**src/rtl/lmsm_sequencer_pkg.sv**
```systemverilog
// Shared definitions for the LM/SM multi-register transfer engine.
package lmsm_sequencer_pkg;

    localparam int ADDR_W_DEF = 16;
    localparam int DATA_W_DEF = 16;

    localparam logic [3:0] OP_LM = 4'b0110;
    localparam logic [3:0] OP_SM = 4'b0111;

    typedef enum logic [2:0] {
        S_IDLE   = 3'd0,
        S_SCAN   = 3'd1,
        S_ACCESS = 3'd2,
        S_WB     = 3'd3,
        S_DONE   = 3'd4
    } lmsm_state_e;

endpackage

```
**src/rtl/lmsm_sequencer_lsb_priority_enc.sv**
```systemverilog
// Lowest-set-bit finder: reports whether any bit is set and the index of the lowest one.
module lsb_priority_enc #(
    parameter int NREG = 8
) (
    input  logic [NREG-1:0]         mask,
    output logic                    valid,
    output logic [$clog2(NREG)-1:0] index
);
    localparam int IDX_W = $clog2(NREG);

    // Scanning downward lets the lowest set bit overwrite any higher hit.
    always_comb begin
        valid = |mask;
        index = '0;
        for (int i = NREG - 1; i >= 0; i--) begin
            if (mask[i]) index = IDX_W'(i);
        end
    end

endmodule

```
**src/rtl/lmsm_sequencer.sv**
```systemverilog
// LM/SM transfer engine: walks the latched register mask lowest bit first, one memory
// access per set bit at consecutive addresses, plus a register write-back cycle for LM.
//
// state  | meaning
// IDLE   | waiting for start; operands latched on start
// SCAN   | select lowest pending mask bit, or finish when none remain
// ACCESS | memory request held until mem_ready
// WB     | LM only: one-cycle register file write of the captured load data
// DONE   | one-cycle completion pulse
module lmsm_sequencer
    import lmsm_sequencer_pkg::*;
#(
    parameter int NREG   = 8,
    parameter int ADDR_W = ADDR_W_DEF,
    parameter int DATA_W = DATA_W_DEF
) (
    input  logic                    clk,
    input  logic                    rst_n,
    input  logic                    start,
    input  logic                    is_store,
    input  logic [NREG-1:0]         reg_mask,
    input  logic [ADDR_W-1:0]       base_addr,
    output logic                    busy,
    output logic                    done,
    output logic [3:0]              xfer_cnt,
    output logic [$clog2(NREG)-1:0] rf_addr,
    input  logic [DATA_W-1:0]       rf_rdata,
    output logic [DATA_W-1:0]       rf_wdata,
    output logic                    rf_wen,
    output logic                    mem_req,
    output logic                    mem_we,
    output logic [ADDR_W-1:0]       mem_addr,
    output logic [DATA_W-1:0]       mem_wdata,
    input  logic [DATA_W-1:0]       mem_rdata,
    input  logic                    mem_ready
);
    localparam int IDX_W = $clog2(NREG);

    localparam logic [2:0] ST_IDLE   = S_IDLE;
    localparam logic [2:0] ST_SCAN   = S_SCAN;
    localparam logic [2:0] ST_ACCESS = S_ACCESS;
    localparam logic [2:0] ST_WB     = S_WB;
    localparam logic [2:0] ST_DONE   = S_DONE;

    logic [2:0]        state;
    logic [NREG-1:0]   pend_mask;
    logic [NREG-1:0]   mask_clr;
    logic [ADDR_W-1:0] cur_addr;
    logic [3:0]        op_code;
    logic              op_store;
    logic              pend_valid;
    logic [IDX_W-1:0]  pend_idx;

    lsb_priority_enc #(
        .NREG (NREG)
    ) u_enc (
        .mask  (pend_mask),
        .valid (pend_valid),
        .index (pend_idx)
    );

    // The bit just transferred is always the lowest pending one, so mask & (mask-1) retires it.
    assign mask_clr = pend_mask & (pend_mask - NREG'(1));
    assign op_store = (op_code == OP_SM);

    always_ff @(posedge clk) begin
        if (!rst_n) begin
            state     <= ST_IDLE;
            pend_mask <= '0;
            cur_addr  <= '0;
            op_code   <= '0;
            xfer_cnt  <= '0;
            rf_addr   <= '0;
            rf_wdata  <= '0;
        end else begin
            case (state)
                ST_IDLE: begin
                    if (start) begin
                        pend_mask <= reg_mask;
                        cur_addr  <= base_addr;
                        op_code   <= is_store ? OP_SM : OP_LM;
                        xfer_cnt  <= '0;
                        state     <= ST_SCAN;
                    end
                end
                ST_SCAN: begin
                    if (!pend_valid) begin
                        state <= ST_DONE;
                    end else begin
                        rf_addr <= pend_idx;
                        state   <= ST_ACCESS;
                    end
                end
                ST_ACCESS: begin
                    if (mem_ready) begin
                        if (op_store) begin
                            pend_mask <= mask_clr;
                            cur_addr  <= cur_addr + ADDR_W'(1);
                            xfer_cnt  <= xfer_cnt + 4'd1;
                            state     <= ST_SCAN;
                        end else begin
                            rf_wdata <= mem_rdata;
                            state    <= ST_WB;
                        end
                    end
                end
                ST_WB: begin
                    pend_mask <= mask_clr;
                    cur_addr  <= cur_addr + ADDR_W'(1);
                    xfer_cnt  <= xfer_cnt + 4'd1;
                    state     <= ST_SCAN;
                end
                ST_DONE: begin
                    state <= ST_IDLE;
                end
                default: begin
                    state <= ST_IDLE;
                end
            endcase
        end
    end

    assign busy      = (state != ST_IDLE);
    assign done      = (state == ST_DONE);
    assign rf_wen    = (state == ST_WB);
    assign mem_req   = (state == ST_ACCESS);
    assign mem_we    = mem_req && op_store;
    assign mem_addr  = cur_addr;
    assign mem_wdata = mem_we ? rf_rdata : '0;

endmodule

```
**config.mk**
```make
export PLATFORM = sky130hd
export DESIGN_NAME = lmsm_sequencer
export DESIGN_NICKNAME = d
export VERILOG_FILES = /design/src/rtl/lmsm_sequencer_pkg.sv /design/src/rtl/lmsm_sequencer_lsb_priority_enc.sv /design/src/rtl/lmsm_sequencer.sv
export SDC_FILE = /design/constraint.sdc
export NUM_CORES = 1
export LEC_CHECK = 0
export ABC_CLOCK_PERIOD_IN_PS = 1700
export CAP_MARGIN = 20
export CORE_UTILIZATION = 37
export CTS_BUF_LIST = sky130_fd_sc_hd__clkbuf_16
export CTS_CLUSTER_SIZE = 24
export DETAILED_ROUTE_END_ITERATION = 6
export GPL_TIMING_DRIVEN = 0
export PLACE_DENSITY = 0.84
export SYNTH_ARGS = -nofsm -noshare
export SYNTH_HDL_FRONTEND = slang
export SYNTH_SLANG_ARGS = --single-unit
```
**constraint.sdc**
```tcl
create_clock -name clk -period 1.7 [get_ports clk]
set_input_delay 0.34 -clock clk [delete_from_list [all_inputs] [get_ports clk]]
set_output_delay 0.34 -clock clk [all_outputs]
set_load 0.03 [all_outputs]
```
Word-level counts from Yosys, hierarchy flattened
Cells that the tools add are included.
Storage, ports and cells
  bits in registers: 54
  logic and storage cells: 57
Cells by class
  add/subtract/negate cells: 3
  eq/ne operators: 8
  muxes and demuxes: 27
  bitwise logic cells: 2
  reductions and logical operators: 10
Operators by type and width (count)
  $mux W16: 4
  $pmux W16 S3: 1
  $mux W3: 11
  $mux W8: 3
  $pmux W8 S3: 1
  $add A16 B1 Y16 const B: 1
  $mux W4: 3
  $pmux W3 S4: 1
  $pmux W4 S3: 1
  $and A8 B8 Y8: 1
  $reduce_or A8 Y1: 1
  $sub A8 B1 Y8 const B: 1
  $eq A3 B2 Y1 const B: 2
  $reduce_and A2 Y1: 3
  $reduce_bool A3 Y1: 2
  $add A4 B1 Y4 const B: 1
  $eq A4 B3 Y1 const B: 1
  $ne A2 B1 Y1 const B: 2
  $reduce_and A4 Y1: 1
  $eq A3 B1 Y1 const B: 1
  $eq A3 B3 Y1 const B: 1
  $logic_not A3 Y1: 1
  $reduce_and A3 Y1: 1
  $mux W2: 1
  4 further kinds: 4

Logic depth before layout (Yosys ltp)
  depth in word-level cells: 8
  mapped depth: 7

Cells and area by module
Synthesis repeated with hierarchy kept, for this count alone.
Second synthesis, totals
  cell total of the unflattened synthesis: 336
  area total of the unflattened synthesis: 2580.0 sq um
Modules (own cells, without submodules)
  lmsm_sequencer: times used 1, cells each 323, area each 2498.6 sq um, seq. area each 1041.0 sq um
  lsb_priority_enc: times used 1, cells each 13, area each 81.3 sq um, seq. area each 0.0 sq um

Worst setup path after synthesis
No wires, ideal clock.
  kind: reg2out
  start point: register state[2]
  end point: output mem_wdata[10]
  arrival time: 1709 ps
  data required time: 1360 ps
  setup slack: -349 ps
  stages on the path, launching flop included: 5
  path buffers: 1
  cells stage by stage: dfxtp_1 nand2b_1 nor3_1 clkbuf_1 and2_1
Between the ends
  word-level cells in the longest chain between the ends: 3
Ends and longest elaborated chain
  start, declared: line lmsm_sequencer.sv:45  | logic [2:0] state;
  start signal, assigned: line lmsm_sequencer.sv:68  | state <= ST_IDLE;
  start signal, assigned: line lmsm_sequencer.sv:83  | state <= ST_SCAN;
  start signal, assigned: line lmsm_sequencer.sv:88  | state <= ST_DONE;
  $eq A3 B2 Y1: line lmsm_sequencer.sv:126  | assign mem_req = (state == ST_ACCESS);
  $logic_and A1 B1 Y1: line lmsm_sequencer.sv:127  | assign mem_we = mem_req && op_store;
  via mem_we: line lmsm_sequencer.sv:31  | output logic mem_we,
  $mux W16: line lmsm_sequencer.sv:129  | assign mem_wdata = mem_we ? rf_rdata : '0;
  end, declared: line lmsm_sequencer.sv:33  | output logic [DATA_W-1:0] mem_wdata,
The timed path passes the listed nets, and every way through them passes these cells.

Final worst setup path
  start point: register state[2]
  end point: output mem_wdata[13]
Between the ends
  word-level cells in the longest chain between the ends: 3
Ends and longest elaborated chain (line)
  $eq A3 B2 Y1: lmsm_sequencer.sv:126
  $logic_and A1 B1 Y1: lmsm_sequencer.sv:127
  $mux W16: lmsm_sequencer.sv:129
No other way between the ends.

==> results by group <==
Yosys
  • Syn Area/Cell: between 7 and 8 um^2
  • Number of synthesized flops with an enable pin: 0
  • Most frequent cells after synthesis: nand2_1, dfxtp_1, a21oi_1
  • Mux share of post-synthesis cell area: 0.822%
  • Post-Synth XOR/XNOR Area: 1.01%
  • Largest family of logic cells by synthesized area: simple AND/OR/NAND/NOR gates
  • Cells after Synth: 339
  • Synth Cell Area: ~0.0026 mm^2
  • Main synth FF type: dfxtp_1
  • Adder-Cell Fraction of Synth Area: 0.967%
  • Async SR Flop Fraction: 0%
  • Post-synth top area share: 40.2%
  • Synth area leader: dfxtp_1
  • Top-count cell post-synth: nand2_1
  • Post-synthesis cell type count: 50
  • Compound-gate portion of the synthesized area: 22.9%
  • Syn nets: between 400 and 500
  • Post-synthesis sequential area ratio: 40.2%
  • Synth warn: 0
  • Synth Area in Simple Gates: just under 30%
  • Top post-synthesis cells by area: dfxtp_1, nand2_1, a21oi_1, o21ai_0, and2_1
  • #FFs+latches synth: 52

Final layout
  • Final Non-Filler Cells: 570
  • Layout cells sized above 1: 21.1%
  • Design area: 0.00440 mm^2
  • Ant diodes: 0
  • Register area: 0.00106 mm^2
  • # fillers: 553
  • Area occupied by multi-input gates: between 0.0015 and 0.002 mm^2
  • Final net count: roughly 540
  • Synthesis-to-finish area growth: 69.8%

Floorplan
  • # rows: 30
  • Die area: 0.00734 mm^2
  • Die W: 85.6 um
  • Die height: 85.6 um
  • Starting density of the core: 38.1%
  • Core area: 0.00679 mm^2
  • IO Pins: approximately 120

Placement
  • RD Place Congestion: 0.869
  • Place WS: -0.768 ns
  • Placed cells: around 550
  • Port Buf Inserts: 119
  • DP Area: 0.00393 mm^2
  • Post-DP HPWL: 6080 um

Worst setup path
  • CP required: 1.36 ns
  • Reg2reg setup slack: 0.01 ns
  • Crit path kind: reg2out
  • Worst Path Arrival: 1.43 ns
  • Critical path launch point: state[2]$_SDFFE_PN0P_
  • Worst Path Max Fanout: 10
  • CP Launch Type: flop
  • Setup crit end kind: output pin
  • Worst reg2reg path startpoint: state[2]$_SDFFE_PN0P_

Route
  • DRC: 0
  • Vias/cell: 5.40
  • Via count: 3,076
  • WL final: 8940 um
  • DR WL/cell: around 16 um
  • Starting DRT DRC Count: 225
  • First-pass iteration count of the detailed router: 5
  • Final ANT Viol Nets: 0

Global route
  • Largest net degree at the start of global routing: 16
  • Gr ovfl total: 0
  • First-pass GRT wire length: 13,700 um
  • Initial antenna violation count: 0
  • All-Layer GR Usage: 23.7%
  • Vias in the first global route: 2,898

Clock tree
  • TritonCTS clock tree: done
  • Root Driver: clkbuf_16
  • CTS clk-pin slew, worst paths: 0.07 ns
  • CTS Sinks: 52
  • CTS buffer count: 5
  • Clock insertion delay at the later pin of the skew report: 0.29 ns
  • Clock Tree Buf Depth: 2
  • Cts hold-fix bufs: 0
  • H-tree depth: 2

STA
  • Hold Vio Cnt, Final: 0
  • Final slew viol count: 0
  • Slew @ Worst Pin: 0.606 ns
  • Fmax: 564 MHz
  • Hold_ws: 0.454 ns
  • Fin Setup TNS: -0.769 ns
  • Layout Skew: ~0.0052 ns
  • Fin crit share: 104%
  • Min Tclk post-route: 1.77 ns
  • Setup-failing EPs final: 17
  • Final WS setup: -0.0732 ns
  • Worst slew margin: 59.6%
  • Unrepaired setup endpoints after global routing: true

Power and ir drop
  • P per Cell Area: 891 mW/mm^2
  • Worst vdd ir: 0.000488 V
  • Leakage: 1.79 nW

Worst hold path
  • Tightest Hold Check Type: reg2reg
  • Hold path startpoint: rf_wdata[8]$_SDFFE_PN0P_

Flow run
  • Max-Cap Viols: 0

Status
  • Status: finished with violations
  • Violated checks: setup timing
timing repair:
| item | in CTS | in global routing |
|---|---|---|
| pin swaps | 9 | 8 |
| resized for setup | 189 | 40 |
| cloned | 3 | 1 |
| endpoints found under the setup margin | 74 | 58 |
| buffers inserted | 3 | 4 |
per-layer routing:
metal | vias up | global-route usage, % | routed length (um)
met3 | 8 | 6.26 | 759
met5 | - | 0 | 0
met2 | 168 | 43.1 | 4540
met4 | 0 | 8.48 | 93
li1 | 1466 | - | -
met1 | 1434 | 26.6 | 3540
worst paths after layout:
path / end / cells past startpoint
min: rf_wdata[8]$_SDFFE_PN0P_ / 2
min reg2reg: rf_wdata[8]$_SDFFE_PN0P_ / 2
max: mem_wdata[13] / 5
max reg2reg: mem_addr[0]$_SDFFE_PN0P_ / 5
power by group:
| group | leakage [nW] | switching, W | internal (W) |
|---|---|---|---|
| clock | 0.0789 | 0.000442 | 0.000685 |
| combinational | 1.29 | 0.000705 | 0.000580 |
| sequential | 0.430 | 0.000159 | 0.00134 |
worst max-delay path, cell delays in order, from the launching register on:
cell	delay [ns]
dfxtp_4	0.37
nand2b_4	0.16
nor3_4	0.16
clkbuf_8	0.18
and2_2	0.15
buf_6	0.12
cells in the final DEF (no fill, tap or decap), types with 3 or more instances in the layout:
master,instances
o211ai_1,4
nor2b_1,3
dfxtp_1,42
dlygate4sd2_1,16
nor2_1,20
nor2_2,3
o21ai_0,19
clkbuf_1,5
inv_1,5
dfxtp_4,4
o21ai_1,5
o31a_1,4
buf_4,7
nand2_1,64
clkbuf_16,7
clkinv_1,3
dlymetal6s2s_1,6
nor3_1,8
clkbuf_2,3
clkdlybuf4s50_1,76
and2_4,9
or3_1,4
and2_2,7
buf_2,5
a21oi_1,36
nand4_1,5
buf_6,19
a31oi_1,4
nand3_1,17
a22oi_1,4
dfxtp_2,6
state kept, by name, indices dropped and copies added (netlist names):
register and flops:
rf_wdata 16, op_code 2, xfer_cnt 4, mem_addr 16
rf_addr 3, state 3, pend_mask 8
area by class of cell:
class	instances	share of cell area (%)
flip-flops and latches	52	24.2
repair buffers	129	29.7
plain buffers	17	3.22
well taps	96	2.73
clock inverters	3	0.854
clock buffers	5	2.85
multi-input cells	262	36.0
inverters	6	0.512
through the flow:
step                util, %  power [W]
CTS                    62.7    0.00382
finish                 64.7    0.00392
detailed placement     57.8    0.00264
global placement       57.8    0.00262
global route           64.7    0.00407
floorplan                 -    0.00216
cells by family after synthesis:
group | Yosys count
adder cells (fa/ha/maj) | 2
buffers and inverters | 26
AND/OR/NAND/NOR | 159
flip-flops | 52
multiplexers | 2
XOR/XNOR | 3
AO/OA/AOI/OAI | 95
Power figures use the tool's default switching activity.
==> edit 1 (config.mk and constraints unchanged) <==
The package constant `DATA_W_DEF` goes from 16 to 14.
--- a/src/rtl/lmsm_sequencer_pkg.sv
+++ b/src/rtl/lmsm_sequencer_pkg.sv
@@ -2,7 +2,7 @@
 package lmsm_sequencer_pkg;
 
     localparam int ADDR_W_DEF = 16;
-    localparam int DATA_W_DEF = 16;
+    localparam int DATA_W_DEF = 14;
 
     localparam logic [3:0] OP_LM = 4'b0110;
     localparam logic [3:0] OP_SM = 4'b0111;
Interface: changed (resized mem_rdata, mem_wdata, rf_rdata and rf_wdata); port bits go from 121 to 113. No check against the original RTL was run, so the function may have changed too.
==> edit 1 against the original RTL <==
- final cell count down 6.7%
- critical path type unchanged
- routed wire length up 5.3%
- the run ends with DRC, setup timing left
- worst setup slack worse by 0.087 ns
- total power up 0.13%
- non-clock buffer count unchanged
- synthesized area down 3.2%
- final area down 1.7%
- clock skew about the same
- utilization up 2.2 points
- sequential cell count down 2
==> edit 1: results (changes against the original RTL) <==
| Metric | Value |
|---|---|
| Syn Area/Cell | `7.88 µm² (was 7.64 µm²)` |
| First-pass iteration count of the detailed router | `7 (was 5)` |
| Most frequent cells after synthesis | `dfxtp_1, nor2_1, nand2_1 (was nand2_1, dfxtp_1, a21oi_1)` |
| Cell Pwr Density | `907 mW/mm² (was 891 mW/mm²)` |
| Multi-input combinational area share | `37.1% (was 36.0%)` |
| Clock power frac | `29.4% (was 28.8%)` |
| Final Total Pwr | `3.92 mW (about the same)` |
| Violated checks | `DRC, setup timing (was setup timing)` |
| WL final | `9410 µm (was 8940 µm)` |
| Buffering overhead | `32.8% (was 32.9%)` |
| R2R setup slack | `-0.13 ns (was 0.01 ns)` |
| Setup TNS | `-2.79 ns (was -0.769 ns)` |
| Synth Area in Compound Gates | `20.3% (was 22.9%)` |
| DRC viols | `6 (was 0)` |
| Placed inst area | `0.00375 mm² (was 0.00393 mm²)` |
| Fraction of layout cells with a size suffix above 1 | `23.7% (was 21.1%)` |
| Switching part of the total | `34.2% (was 33.4%)` |
| Synth unique cells | `48 (was 50)` |
| Status | `finished with violations (unchanged)` |
| Multi-input logic cell count | `245 (was 262)` |
| GR met3 Demand/Resource | `5.80% (was 6.26%)` |
| Clock net sink count | `50 (was 52)` |
| Crit Path Max Fanout | `5 (was 10)` |
| Max IR drop VDD | `0.668 mV (was 0.488 mV)` |
| Max_slew headroom | `54.6% (was 59.6%)` |
| Seq/total area | `23.5% (was 24.2%)` |
| Global-route track usage on met2 | `42.3% (was 43.1%)` |
| Routability cong. | `0.861 (was 0.869)` |
| Post-placement cell count | `506 (was 554)` |
| Synth top area cells | `dfxtp_1, nor2_1, mux2i_1 (was dfxtp_1, nand2_1, a21oi_1)` |
| Reg power frac | `36.8% (was 38.4%)` |
| Hold slack | `0.497 ns (was 0.454 ns)` |
| Worst Hold End | `rf_wdata[2] (was rf_wdata[8])` |
| Largest net degree at the start of global routing | `17 (was 16)` |
| Synth Area in XOR/XNOR | `0.699% (was 1.01%)` |
| Layout Area Growth over Synthesis | `72.5% (was 69.8%)` |
| R2R depth | `7 (was 5)` |
| Hold Startpoint | `rf_wdata[2] (was rf_wdata[8])` |
| Dpl ws | `-0.712 ns (was -0.768 ns)` |
| GR Layer Usage met1 | `30.8% (was 26.6%)` |
| Final clock-cell share | `3.91% (was 3.70%)` |
| Setup violators final | `34 (was 17)` |
| Final WS setup | `-0.161 ns (was -0.0732 ns)` |
| Syn Nets | `377 (was 402)` |
| Hpwl dp | `5890 µm (was 6080 µm)` |
| Final setup skew | `0.00534 ns (was 0.00519 ns)` |
==> edit 1: cell types whose count changed after synthesis, sizes merged, moves of 5 or more <==
cell,change
a21oi,-12
nand2,-33
nor2,+21
mux2i,+14
clkbuf,-5
==> edit 1: worst max-delay path by stage <==
stage / startpoint / end / slack, ns / depth (start not counted)
detailed placement: state[2] / mem_wdata[5] / -0.71 / 6
finish: state[2] / mem_wdata[5] / -0.16 / 5
global placement: state[2] / mem_wdata[9] / -0.69 / 6
global route: state[2] / mem_wdata[4] / -0.20 / 5
CTS: state[2] / mem_wdata[4] / -0.17 / 6
floorplan: state[2] / mem_wdata[10] / 0.008 / 5
==> edit 1: logic make-up after synthesis <==
family                     after synthesis
xor gates and xnor gates                 2
and+or+nand+nor                        143
muxes                                   16
buffers and inverters                   24
AOI/OAI and AO/OA                       81
adders and majority gates                2
DFF                                     50
==> edit 1: per-layer routing <==
metal  wire length, µm  part of all wire (%)
met3               806                   8.6
met2              4590                    49
met5                 0                     0
met4               329                   3.5
met1              3690                    39
==> edit 2 (config.mk and constraints unchanged) <==
Without the edit above. Reset style: asynchronous (`rst_n`), changed in one clocked block.
--- a/src/rtl/lmsm_sequencer.sv
+++ b/src/rtl/lmsm_sequencer.sv
@@ -63,7 +63,7 @@
     assign mask_clr = pend_mask & (pend_mask - NREG'(1));
     assign op_store = (op_code == OP_SM);
 
-    always_ff @(posedge clk) begin
+    always_ff @(posedge clk or negedge rst_n) begin
         if (!rst_n) begin
             state     <= ST_IDLE;
             pend_mask <= '0;
Formal check against the unedited RTL: differs if rst_n is asserted again (counterexample within 4 cycles, from zero or initial values and one cycle with rst_n low); with rst_n held inactive, the same outputs for 10 cycles.
==> edit 2 against the original RTL <==
- the flow still finishes with violations (setup timing)
- routed wire length shrank 11%
- register-to-register slack worse by 0.04 ns
- clock skew rose by 0.0012 ns
- synthesized area up 0.19%
- maximum frequency shrank 5.7%
- final area rose by 2.0%
- via count down 10%
- worst setup slack got worse by 0.11 ns
- sequential cell count unchanged
- synthesized cell count fell by 21%
- critical endpoint is now mem_wdata[8]
- largest cell class is now buffers
Power is not compared: it rests on default switching activity, and its combinational part moved more than twofold at a synthesized area within 25%.
==> edit 2: results (changes against the original RTL) <==
| Metric | Value |
|---|---|
| Hpwl dp | `5620 µm (was 6080 µm)` |
| Synth Area in XOR/XNOR | `0% (was 1.01%)` |
| Final setup skew | `0.00635 ns (was 0.00519 ns)` |
| Crit Path Max Fanout | `5 (was 10)` |
| R2R depth | `7 (was 5)` |
| Buffering overhead | `33.0% (was 32.9%)` |
| Setup crit start | `state[2] (unchanged)` |
| Routability cong. | `0.872 (was 0.869)` |
| Slew at the pin closest to its max-slew limit | `0.470 ns (was 0.606 ns)` |
| GR met3 Demand/Resource | `5.00% (was 6.26%)` |
| R2R setup slack | `-0.03 ns (was 0.01 ns)` |
| Multiplexer area fraction after synthesis | `8.49% (was 0.822%)` |
| Final clock-cell share | `3.55% (was 3.70%)` |
| Crit path capture | `mem_wdata[8] (was mem_wdata[13])` |
| Synth top area cells | `dfrtp_1, mux2_2, nand2_1 (was dfxtp_1, nand2_1, a21oi_1)` |
| Violated checks | `setup timing (unchanged)` |
| Setup violators final | `20 (was 17)` |
| Count of plain and timing-repair buffers | `154 (was 146)` |
| Synth unique cells | `46 (was 50)` |
| Critical R2R Capture | `mem_addr[5] (was mem_addr[0])` |
| Fraction of layout cells with a size suffix above 1 | `31.3% (was 21.1%)` |
| Vias in the first global route | `2580 (was 2898)` |
| Setup TNS | `-2.89 ns (was -0.769 ns)` |
| Worst Hold End | `rf_addr[1] (was rf_wdata[8])` |
| Routed vias | `2756 (was 3076)` |
| Most frequent cells after synthesis | `dfrtp_1, nand2_1, nor2_1 (was nand2_1, dfxtp_1, a21oi_1)` |
| DR vias/cell | `5.35 (was 5.40)` |
| Hold slack | `0.477 ns (was 0.454 ns)` |
| Post-CTS setup buffers | `6 (was 3)` |
| Detailed Route Iter0 Violations | `196 (was 225)` |
| Final net count | `482 (was 536)` |
| Filler cells | `513 (was 553)` |
| Reg2reg start | `state[1] (was state[2])` |
| Syn Nets | `332 (was 402)` |
| Synth Area in Compound Gates | `15.6% (was 22.9%)` |
| Final WS setup | `-0.181 ns (was -0.0732 ns)` |
| Wire length of the first global-routing pass | `12000 µm (was 13700 µm)` |
| Global-route track usage on met2 | `37.6% (was 43.1%)` |
| Async SR Flop Fraction | `100% (was 0%)` |
| Post_cts resized | `167 (was 189)` |
| Cells after synthesis | `269 (was 339)` |
| Sequential-to-total area share from yosys stat | `50.2% (was 40.2%)` |
| Multi-input logic cell count | `202 (was 262)` |
| Status | `finished with violations (unchanged)` |
| Seq/total area | `29.3% (was 24.2%)` |
| Met1 Wirelength | `2920 µm (was 3540 µm)` |
| Met2 routed WL | `4180 µm (was 4540 µm)` |
| Critical path arrival | `1.54 ns (was 1.43 ns)` |
| I/O Buffers | `120 (was 119)` |
| Hold Buf Count CTS | `1 (was 0)` |
[edit 2: cell count changes after synthesis, moves of 4 or more]
cell	delta
o211ai_1	-4
o21ai_0	-12
nand3_1	-7
nand2_1	-33
dfrtp_1	+52
o31a_1	-4
dfxtp_1	-52
a21oi_1	-14
nor2_1	+4
clkbuf_1	-8
mux2_2	+15
[edit 2: report_power, final]
part | internal [mW] | switching, mW
sequential | 1.85 | 0.568
clock | 0.681 | 0.417
combinational | 2.24 | 2.85
total | 4.76 | 3.84
[edit 2: cell families (layout without fill, tap and decap cells)]
kind of cell,after synthesis,count (layout)
adder cells (fa/ha/maj),2,2
AO/OA/AOI/OAI,63,63
buffers and inverters,15,165
multiplexers,20,20
AND/OR/NAND/NOR,117,117
flip-flops,52,52
[edit 2: critical path, stage by stage (launching register included)]
cell and delay, ns:
dfrtp_1 0.40, nand2b_4 0.17, nor3_4 0.25, clkbuf_8 0.19, and2_4 0.13, buf_6 0.12
